[src/rtl/rsa_pkg.sv]
// Shared types and constants for the RSA decryption engine.
package rsa_pkg;

  // Default operand width of c, d, n and m.
  localparam int RSA_WIDTH = 128;

  // Controller states: idle, square step, multiply step, result publish.
  typedef enum logic [1:0] {
    IDLE = 2'd0,
    SQR  = 2'd1,
    MUL  = 2'd2,
    DONE = 2'd3
  } rsa_state_e;

  // Edges from the start-sampling edge to the edge that raises done.
  localparam int RSA_DEC_LATENCY = 1 + 2 * RSA_WIDTH * RSA_WIDTH;

  // Same latency for an arbitrary operand width.
  function automatic int rsa_latency(input int w);
    return 1 + 2 * w * w;
  endfunction

endpackage

[src/rtl/rsa_decrypt_if.sv]
// Start/done bus of the RSA decryption engine.
//
// Handshake: start is sampled only when the engine is idle; a sampled
// start latches c/d/n and raises busy on the same edge. While busy (and in
// the publish cycle) start is ignored, not queued. done is a one-cycle
// pulse, coincident with busy falling, during which m and err are valid;
// m and err then hold until the next accepted start.
interface rsa_decrypt_if #(
  parameter int WIDTH = rsa_pkg::RSA_WIDTH
);
  logic                   start;
  logic [WIDTH-1:0]       c;
  logic [WIDTH-1:0]       d;
  logic [WIDTH-1:0]       n;
  logic [WIDTH-1:0]       m;
  logic                   busy;
  logic                   done;
  logic                   err;
  rsa_pkg::rsa_state_e    dbg_state;

  modport master (
    output start, c, d, n,
    input  m, busy, done, err, dbg_state
  );

  modport slave (
    input  start, c, d, n,
    output m, busy, done, err, dbg_state
  );
endinterface

[src/rtl/rsa_mod_mul.sv]
// Interleaved shift-add modular multiplier: p = a*b mod n in WIDTH cycles.
// go marks the first step and supplies the operands directly; p is the
// combinational result of the current step and is the product when rdy=1.
module rsa_mod_mul
  import rsa_pkg::*;
#(
  parameter int WIDTH = RSA_WIDTH
) (
  input  logic             clk,
  input  logic             reset_n,
  input  logic             go,
  input  logic [WIDTH-1:0] a,
  input  logic [WIDTH-1:0] b,
  input  logic [WIDTH-1:0] n,
  output logic [WIDTH-1:0] p,
  output logic             rdy
);

  localparam int              CW   = (WIDTH > 1) ? $clog2(WIDTH) : 1;
  localparam logic [CW-1:0]   LAST = CW'(WIDTH - 1);

  logic [WIDTH-1:0] a_q, a_d, b_q, b_d, n_q, n_d, acc_q, acc_d;
  logic [CW-1:0]    cnt_q, cnt_d;
  logic             run_q, run_d;

  logic [WIDTH-1:0] a_use, b_use, n_use, acc_use, acc_next;
  logic [WIDTH+1:0] n_ext, sum, red1;

  // One MSB-first step: acc' = 2*acc + (b[j] ? a : 0), then two
  // conditional subtracts; acc < n and a < n keep the sum below 3n.
  always_comb begin
    a_use    = go ? a  : a_q;
    b_use    = go ? b  : b_q;
    n_use    = go ? n  : n_q;
    acc_use  = go ? '0 : acc_q;
    n_ext    = {2'b00, n_use};
    sum      = {1'b0, acc_use, 1'b0} + (b_use[WIDTH-1] ? {2'b00, a_use} : '0);
    red1     = (sum >= n_ext) ? sum - n_ext : sum;
    acc_next = (red1 >= n_ext) ? WIDTH'(red1 - n_ext) : red1[WIDTH-1:0];

    a_d   = a_q;
    b_d   = b_q;
    n_d   = n_q;
    acc_d = acc_q;
    cnt_d = cnt_q;
    run_d = run_q;
    if (go || run_q) begin
      a_d   = a_use;
      b_d   = {b_use[WIDTH-2:0], 1'b0};
      n_d   = n_use;
      acc_d = acc_next;
    end
    if (go) begin
      cnt_d = CW'(1);
      run_d = 1'b1;
    end else if (run_q) begin
      cnt_d = cnt_q + 1'b1;
      run_d = (cnt_q != LAST);
    end
  end

  assign p   = acc_next;
  assign rdy = run_q && !go && (cnt_q == LAST);

  // Step registers.
  always_ff @(posedge clk or negedge reset_n) begin
    if (!reset_n) begin
      a_q   <= '0;
      b_q   <= '0;
      n_q   <= '0;
      acc_q <= '0;
      cnt_q <= '0;
      run_q <= 1'b0;
    end else begin
      a_q   <= a_d;
      b_q   <= b_d;
      n_q   <= n_d;
      acc_q <= acc_d;
      cnt_q <= cnt_d;
      run_q <= run_d;
    end
  end

endmodule

[src/rtl/rsa_decrypt.sv]
// RSA decryption engine: m = c^d mod n by left-to-right square-and-multiply.
// Every exponent bit costs one square and one multiply; the multiply result
// is kept only when the bit is 1, so timing is independent of d.
module rsa_decrypt
  import rsa_pkg::*;
#(
  parameter int WIDTH = RSA_WIDTH
) (
  input  logic         clk,
  input  logic         reset_n,
  rsa_decrypt_if.slave bus
);

  localparam int               IW       = (WIDTH > 1) ? $clog2(WIDTH) : 1;
  localparam logic [IW-1:0]    LAST_IDX = IW'(WIDTH - 1);
  localparam logic [WIDTH-1:0] ONE      = {{(WIDTH-1){1'b0}}, 1'b1};

  rsa_state_e       state_q, state_d;
  logic [WIDTH-1:0] r_q, r_d, c_q, c_d, d_q, d_d, n_q, n_d, m_q, m_d;
  logic [IW-1:0]    idx_q, idx_d;
  logic             busy_q, busy_d, done_q, done_d, err_q, err_d, go_q, go_d;

  logic             accept, bad_ops, mm_rdy;
  logic [WIDTH-1:0] mm_b, mm_p;

  assign accept  = (state_q == IDLE) && bus.start;
  assign bad_ops = (bus.n == '0) || (bus.c >= bus.n);
  assign mm_b    = (state_q == MUL) ? c_q : r_q;

  rsa_mod_mul #(.WIDTH(WIDTH)) u_mod_mul (
    .clk     (clk),
    .reset_n (reset_n),
    .go      (go_q),
    .a       (r_q),
    .b       (mm_b),
    .n       (n_q),
    .p       (mm_p),
    .rdy     (mm_rdy)
  );

  // State register.
  always_ff @(posedge clk or negedge reset_n) begin
    if (!reset_n) state_q <= IDLE;
    else          state_q <= state_d;
  end

  // Next-state logic: operand errors skip straight to publish.
  always_comb begin
    state_d = state_q;
    case (state_q)
      IDLE: if (accept) state_d = bad_ops ? DONE : SQR;
      SQR:  if (mm_rdy) state_d = MUL;
      MUL:  if (mm_rdy) state_d = (idx_q == '0) ? DONE : SQR;
      DONE: state_d = IDLE;
      default: state_d = IDLE;
    endcase
  end

  // Datapath and output next values; go_d pulses on entry to SQR/MUL.
  always_comb begin
    r_d    = r_q;
    c_d    = c_q;
    d_d    = d_q;
    n_d    = n_q;
    m_d    = m_q;
    idx_d  = idx_q;
    busy_d = busy_q;
    err_d  = err_q;
    done_d = 1'b0;
    go_d   = 1'b0;
    case (state_q)
      IDLE: begin
        if (accept) begin
          c_d    = bus.c;
          d_d    = bus.d;
          n_d    = bus.n;
          idx_d  = LAST_IDX;
          r_d    = (bus.n == ONE) ? '0 : ONE;
          busy_d = 1'b1;
          err_d  = 1'b0;
          if (bad_ops) begin
            err_d = 1'b1;
            m_d   = '0;
          end else begin
            go_d  = 1'b1;
          end
        end
      end
      SQR: begin
        if (mm_rdy) begin
          r_d  = mm_p;
          go_d = 1'b1;
        end
      end
      MUL: begin
        if (mm_rdy) begin
          if (d_q[idx_q]) r_d = mm_p;
          if (idx_q != '0) begin
            idx_d = idx_q - 1'b1;
            go_d  = 1'b1;
          end
        end
      end
      DONE: begin
        m_d    = err_q ? '0 : r_q;
        done_d = 1'b1;
        busy_d = 1'b0;
      end
      default: ;
    endcase
  end

  // Datapath and output registers.
  always_ff @(posedge clk or negedge reset_n) begin
    if (!reset_n) begin
      r_q    <= '0;
      c_q    <= '0;
      d_q    <= '0;
      n_q    <= '0;
      m_q    <= '0;
      idx_q  <= '0;
      busy_q <= 1'b0;
      done_q <= 1'b0;
      err_q  <= 1'b0;
      go_q   <= 1'b0;
    end else begin
      r_q    <= r_d;
      c_q    <= c_d;
      d_q    <= d_d;
      n_q    <= n_d;
      m_q    <= m_d;
      idx_q  <= idx_d;
      busy_q <= busy_d;
      done_q <= done_d;
      err_q  <= err_d;
      go_q   <= go_d;
    end
  end

  assign bus.m         = m_q;
  assign bus.busy      = busy_q;
  assign bus.done      = done_q;
  assign bus.err       = err_q;
  assign bus.dbg_state = state_q;

endmodule

[src/flat_wrapper.sv]
// flat-port wrapper written by rule: the top's interface ports become plain ports
module rsa_decrypt_flat import rsa_pkg::*;
#(
  parameter int WIDTH = RSA_WIDTH
)
  (clk, reset_n, bus_start, bus_c, bus_d, bus_n, bus_m, bus_busy, bus_done, bus_err, bus_dbg_state);
  rsa_decrypt_if #(.WIDTH(WIDTH)) bus_i ();
  input  logic clk;
  input  logic reset_n;
  input wire logic [$bits(bus_i.start)-1:0] bus_start;
  input wire logic [$bits(bus_i.c)-1:0] bus_c;
  input wire logic [$bits(bus_i.d)-1:0] bus_d;
  input wire logic [$bits(bus_i.n)-1:0] bus_n;
  output wire logic [$bits(bus_i.m)-1:0] bus_m;
  output wire logic [$bits(bus_i.busy)-1:0] bus_busy;
  output wire logic [$bits(bus_i.done)-1:0] bus_done;
  output wire logic [$bits(bus_i.err)-1:0] bus_err;
  output wire logic [$bits(bus_i.dbg_state)-1:0] bus_dbg_state;
  assign bus_i.start = bus_start;
  assign bus_i.c = bus_c;
  assign bus_i.d = bus_d;
  assign bus_i.n = bus_n;
  assign bus_m = bus_i.m;
  assign bus_busy = bus_i.busy;
  assign bus_done = bus_i.done;
  assign bus_err = bus_i.err;
  assign bus_dbg_state = bus_i.dbg_state;
  rsa_decrypt #(.WIDTH(WIDTH)) u_core (.clk(clk), .reset_n(reset_n), .bus(bus_i));
endmodule
[config.mk]
export PLATFORM = sky130hd
export DESIGN_NAME = rsa_decrypt_flat
export DESIGN_NICKNAME = d
export VERILOG_FILES = /design/src/rtl/rsa_pkg.sv /design/src/rtl/rsa_decrypt_if.sv /design/src/rtl/rsa_mod_mul.sv /design/src/rtl/rsa_decrypt.sv /design/src/flat_wrapper.sv
export SDC_FILE = /design/constraint.sdc
export NUM_CORES = 2
export LEC_CHECK = 0
export ABC_AREA = 1
export BUFFER_PORTS_ARGS = -buffer_cell sky130_fd_sc_hd__buf_2
export CELL_PAD_IN_SITES_DETAIL_PLACEMENT = 0
export CELL_PAD_IN_SITES_GLOBAL_PLACEMENT = 2
export CORE_MARGIN = 3
export CORE_UTILIZATION = 30
export DETAILED_ROUTE_END_ITERATION = 8
export MAX_ROUTING_LAYER = met4
export PLACE_DENSITY_LB_ADDON = 0.1
export SETUP_SLACK_MARGIN = 0.1
export SYNTH_ARGS = -nofsm -noshare
export SYNTH_HDL_FRONTEND = slang
export SYNTH_HIERARCHICAL = 1
export SYNTH_SLANG_ARGS = --single-unit
[constraint.sdc]
create_clock -name clk -period 12.01 [get_ports clk]
set_input_delay 0.6005 -clock clk [delete_from_list [all_inputs] [get_ports clk]]
set_output_delay 0.6005 -clock clk [all_outputs]
set_load 0.02 [all_outputs]
==> impl_results.md <==
- Arrival time worst endpoint: 12.25 ns
- Fraction of layout cells with a size suffix above 1: 0.196
- # DRC: 0
- Adder-cell share of the synthesized area: 0.0727
- Most frequent cells in the layout: 4394 x nand2_1, 1993 x buf_4, 1839 x inv_1, 1517 x nor2_1, 1169 x dfrtp_1
- Clock sink count: 1172
- Crit path max fanout: 21
- Synth Register Bits: 1172
- Hold Crit Endpoint: u_core/c_q[24]
- Status: finished with violations
- Clk root buf: clkbuf_16
- First-pass GRT wire length: 740000 um
- Multiplexer area fraction after synthesis: 0
- First-pass detailed-route iteration total: 6
- Wire per inst: 26.3 um
- Vias in the first global route: 99400
- Critical Path RT: 12.69 ns
- Skew-Pair Late Insertion Delay: 0.89 ns
- Die span in y: 553 um
- Tcrit/Tclk final: 0.963
- Hold Fails Final Rpt: 0
- Reg2reg path depth: 62
- R2r setup slk: 0.44 ns
- Post-Place Worst Slack: 0.0417 ns
- Leading register cell type out of synthesis: dfrtp_1
- Final setup fails: 0
- Number of port buffers: 519
- Commonest non-fill, non-tap cell in the layout: nand2_1
- Highest Clock Rate: 0.0865 GHz
- Post-route minimum period: 11.57 ns
- Ys async rst share: 1.00
- Final WL: 536000 um
- CTS clk-pin slew, worst paths: 0.06 ns
- Post-route ant nets: 0
- XOR/XNOR share of the synthesized area: 0.0304
- CTS tree: done
- Placed Area: 0.112 mm^2
- Crit. End Element: flop
- Post-Syn Nets: 14700
- Rows: 200
- Hold path cells: 3
- Final setup margin: 0.444 ns
- Mapped cell area: 0.0898 mm^2
- Seq/Total Area, Yosys: 0.327
- Routability Congestion: 1.08
- Main combinational cell family by area after synthesis: simple AND/OR/NAND/NOR gates
- Post-CTS setup buffer count: 0
- Worst Skew: 0.0985 ns
- Max-slew headroom: 0.00218
- Final Max Slew Viols: 0
- Cell variety after synth: 61
- RSZ-0062 raised after global routing: false
- CP Class: reg -> reg
- Area of the die: 0.306 mm^2
- Synthesis-to-finish area growth: 32.6%
- Syn_area_per_cell: 6.50 um^2
- Die X: 553 um
- Fin area: 0.119 mm^2
- Largest net degree at the start of global routing: 162
- Slowest cell on crit path: o21ai_0
- Max Cap Viol: 1
- RR Endpoint: u_core/r_q[93]
- Compound-Gate Fraction of Synth Area: 0.142
- Vias per cell: 5.06
- Syn. warnings: 6
- Num CTS Buffers: 151
- Core outline area: 0.297 mm^2
- Via count: 103000
- Most common cell on crit path: nand2_1
- Post-synth EDFFs: 0
- Critical Path Source Type: flop
- Dpl hpwl: 453000 um
- Critical R2R Launch: u_core/bus.dbg_state[0]
- CTS H-tree depth: 4
- Worst Min Path Start: bus_c[24]
- Gr usage total: 0.347
- Initial Util: 0.302
- Iteration-0 DRC Markers: 11500
- Worst-margin pin slew: 1.49 ns
- Final core utilization: 0.400
- Final net count: 17200
- Violated checks: max-capacitance violations
- Syn Inst Count: 13800
- Max incr delay on CP: 0.68 ns
- Initial antenna violation count: 54
- CTS max path bufs: 4
- Simple-Gate Fraction of Synth Area: 0.328
- # IOs: 520
- HP Class: in -> reg
- Grt ovf: 0
-- sequential cells by signal (all words and copies together), names as in the netlist --
signal                  count
u_core/bus.m              128
u_core/c_q                128
u_core/d_q                128
u_core/n_q                128
u_core/r_q                128
u_core/u_mod_mul/a_q      128
u_core/u_mod_mul/acc_q    128
u_core/u_mod_mul/n_q      128
u_core/u_mod_mul/b_q      127
u_core/idx_q                7
u_core/u_mod_mul/cnt_q      7
u_core/bus.dbg_state        2
u_core/bus.busy             1
u_core/bus.done             1
u_core/bus.err              1
u_core/go_q                 1
u_core/u_mod_mul/run_q      1
-- critical path, delay by kind of cell, from the launching register on --
kind,cells,cell delay (ns)
AOI/OAI and AO/OA,12,3.07
xor gates and xnor gates,2,0.48
adders and majority gates,4,1.15
buffers and inverters,18,2.71
DFF,1,0.42
and+or+nand+nor,26,3.44
-- Yosys cell counts (4+ instances only) --
cell type  instances  area [um^2]
o211a_1            8         80.1
a21oi_1          793         3970
a31o_2             4         35.0
clkbuf_1         299         1120
nand2_1         4404        16500
o21bai_1         102          766
nand3b_1         151         1130
o2111ai_1          5         43.8
and2_1            36          225
buf_6             10          113
a21boi_0          23          173
ha_1             517         6470
clkinv_1           4         15.0
nand2_2           30          188
inv_1           1840         6910
xnor2_1          139         1220
or2_2            271         1700
nor2_1          1524         5720
buf_2             93          465
o21a_1            36          270
a21o_1            55          413
buf_4             27          203
nor4_1            35          219
nor2_2            11         68.8
a211oi_1          14          105
nand4_1           82          513
o211ai_1          80          601
and3_1            10         62.6
inv_2             21         78.8
xor2_1           173         1520
o21ai_0         1048         5250
nand3_1          518         2590
nor3_1            76          380
buf_1             24         90.1
a221oi_1           6         52.6
dfrtp_1         1172        29300
o21ai_1           86          430
a31oi_1           29          181
o221ai_1          21          184
-- cell families after synthesis --
logic type | count (synthesis)
buffers and inverters | 2322
and+or+nand+nor | 7157
AOI/OAI and AO/OA | 2329
DFF | 1172
adders and majority gates | 520
xor gates and xnor gates | 312
-- routing by layer --
| layer | up-vias | share of wire | track usage |
|---|---|---|---|
| met4 | 0 | 0.035 | 0.105 |
| met5 | - | 0 | - |
| li1 | 48600 | - | - |
| met1 | 49900 | 0.48 | 0.507 |
| met2 | 4037 | 0.40 | 0.477 |
| met3 | 511 | 0.088 | 0.0672 |
-- how the worst max path moves through the flow --
| stage | startpoint | end | slack, ns | cells after the start |
|---|---|---|---|---|
| 6_report | u_core/bus.dbg_state[0] | u_core/r_q[93] | 0.44 | 62 |
| 5_1_grt | u_core/bus.dbg_state[0] | u_core/r_q[84] | 0.12 | 71 |
| 4_1_cts | u_core/bus.dbg_state[0] | u_core/r_q[0] | 0.11 | 61 |
| 3_5_place_dp | u_core/r_q[127] | u_core/r_q[0] | 0.04 | 62 |
| 3_3_place_gp | u_core/r_q[127] | u_core/r_q[0] | -0.19 | 61 |
| 2_1_floorplan | u_core/bus.dbg_state[0] | u_core/r_q[0] | 2.81 | 67 |
-- final cells by class --
type / count / area (um^2)
fillers: 32400 / 178000
clock inverters: 46 / 574
flip-flops and latches: 1172 / 29300
clock buffers: 219 / 4380
multi-input cells: 10300 / 51700
diodes: 23 / 57.6
inverters: 1865 / 7030
well taps: 3939 / 4930
repair buffers: 2792 / 21000
-- metrics by stage --
step | setup TNS [ns] | hold WS, ns | std cells
after CTS | 0 | 0.000462 | 20400
final | 0 | 0.0279 | 20400
after global placement | -5.82 | 0.450 | 19900
after global routing | 0 | 0.0181 | 20400
after floorplan | 0 | 0.305 | 13800
after detailed placement | 0 | 0.456 | 19900
-- what timing repair did --
action / 4_1_cts / 5_1_grt
hold endpoints to repair: 331 / 0
resized for setup: 4 / 34
hold buffers: 212 / 0
setup endpoints to repair: 47 / 245
pin swaps: 0 / 1
Power is left out: the tool's default activity adds up to more than one toggle a clock period on the data nets, which glitch-free logic cannot reach.
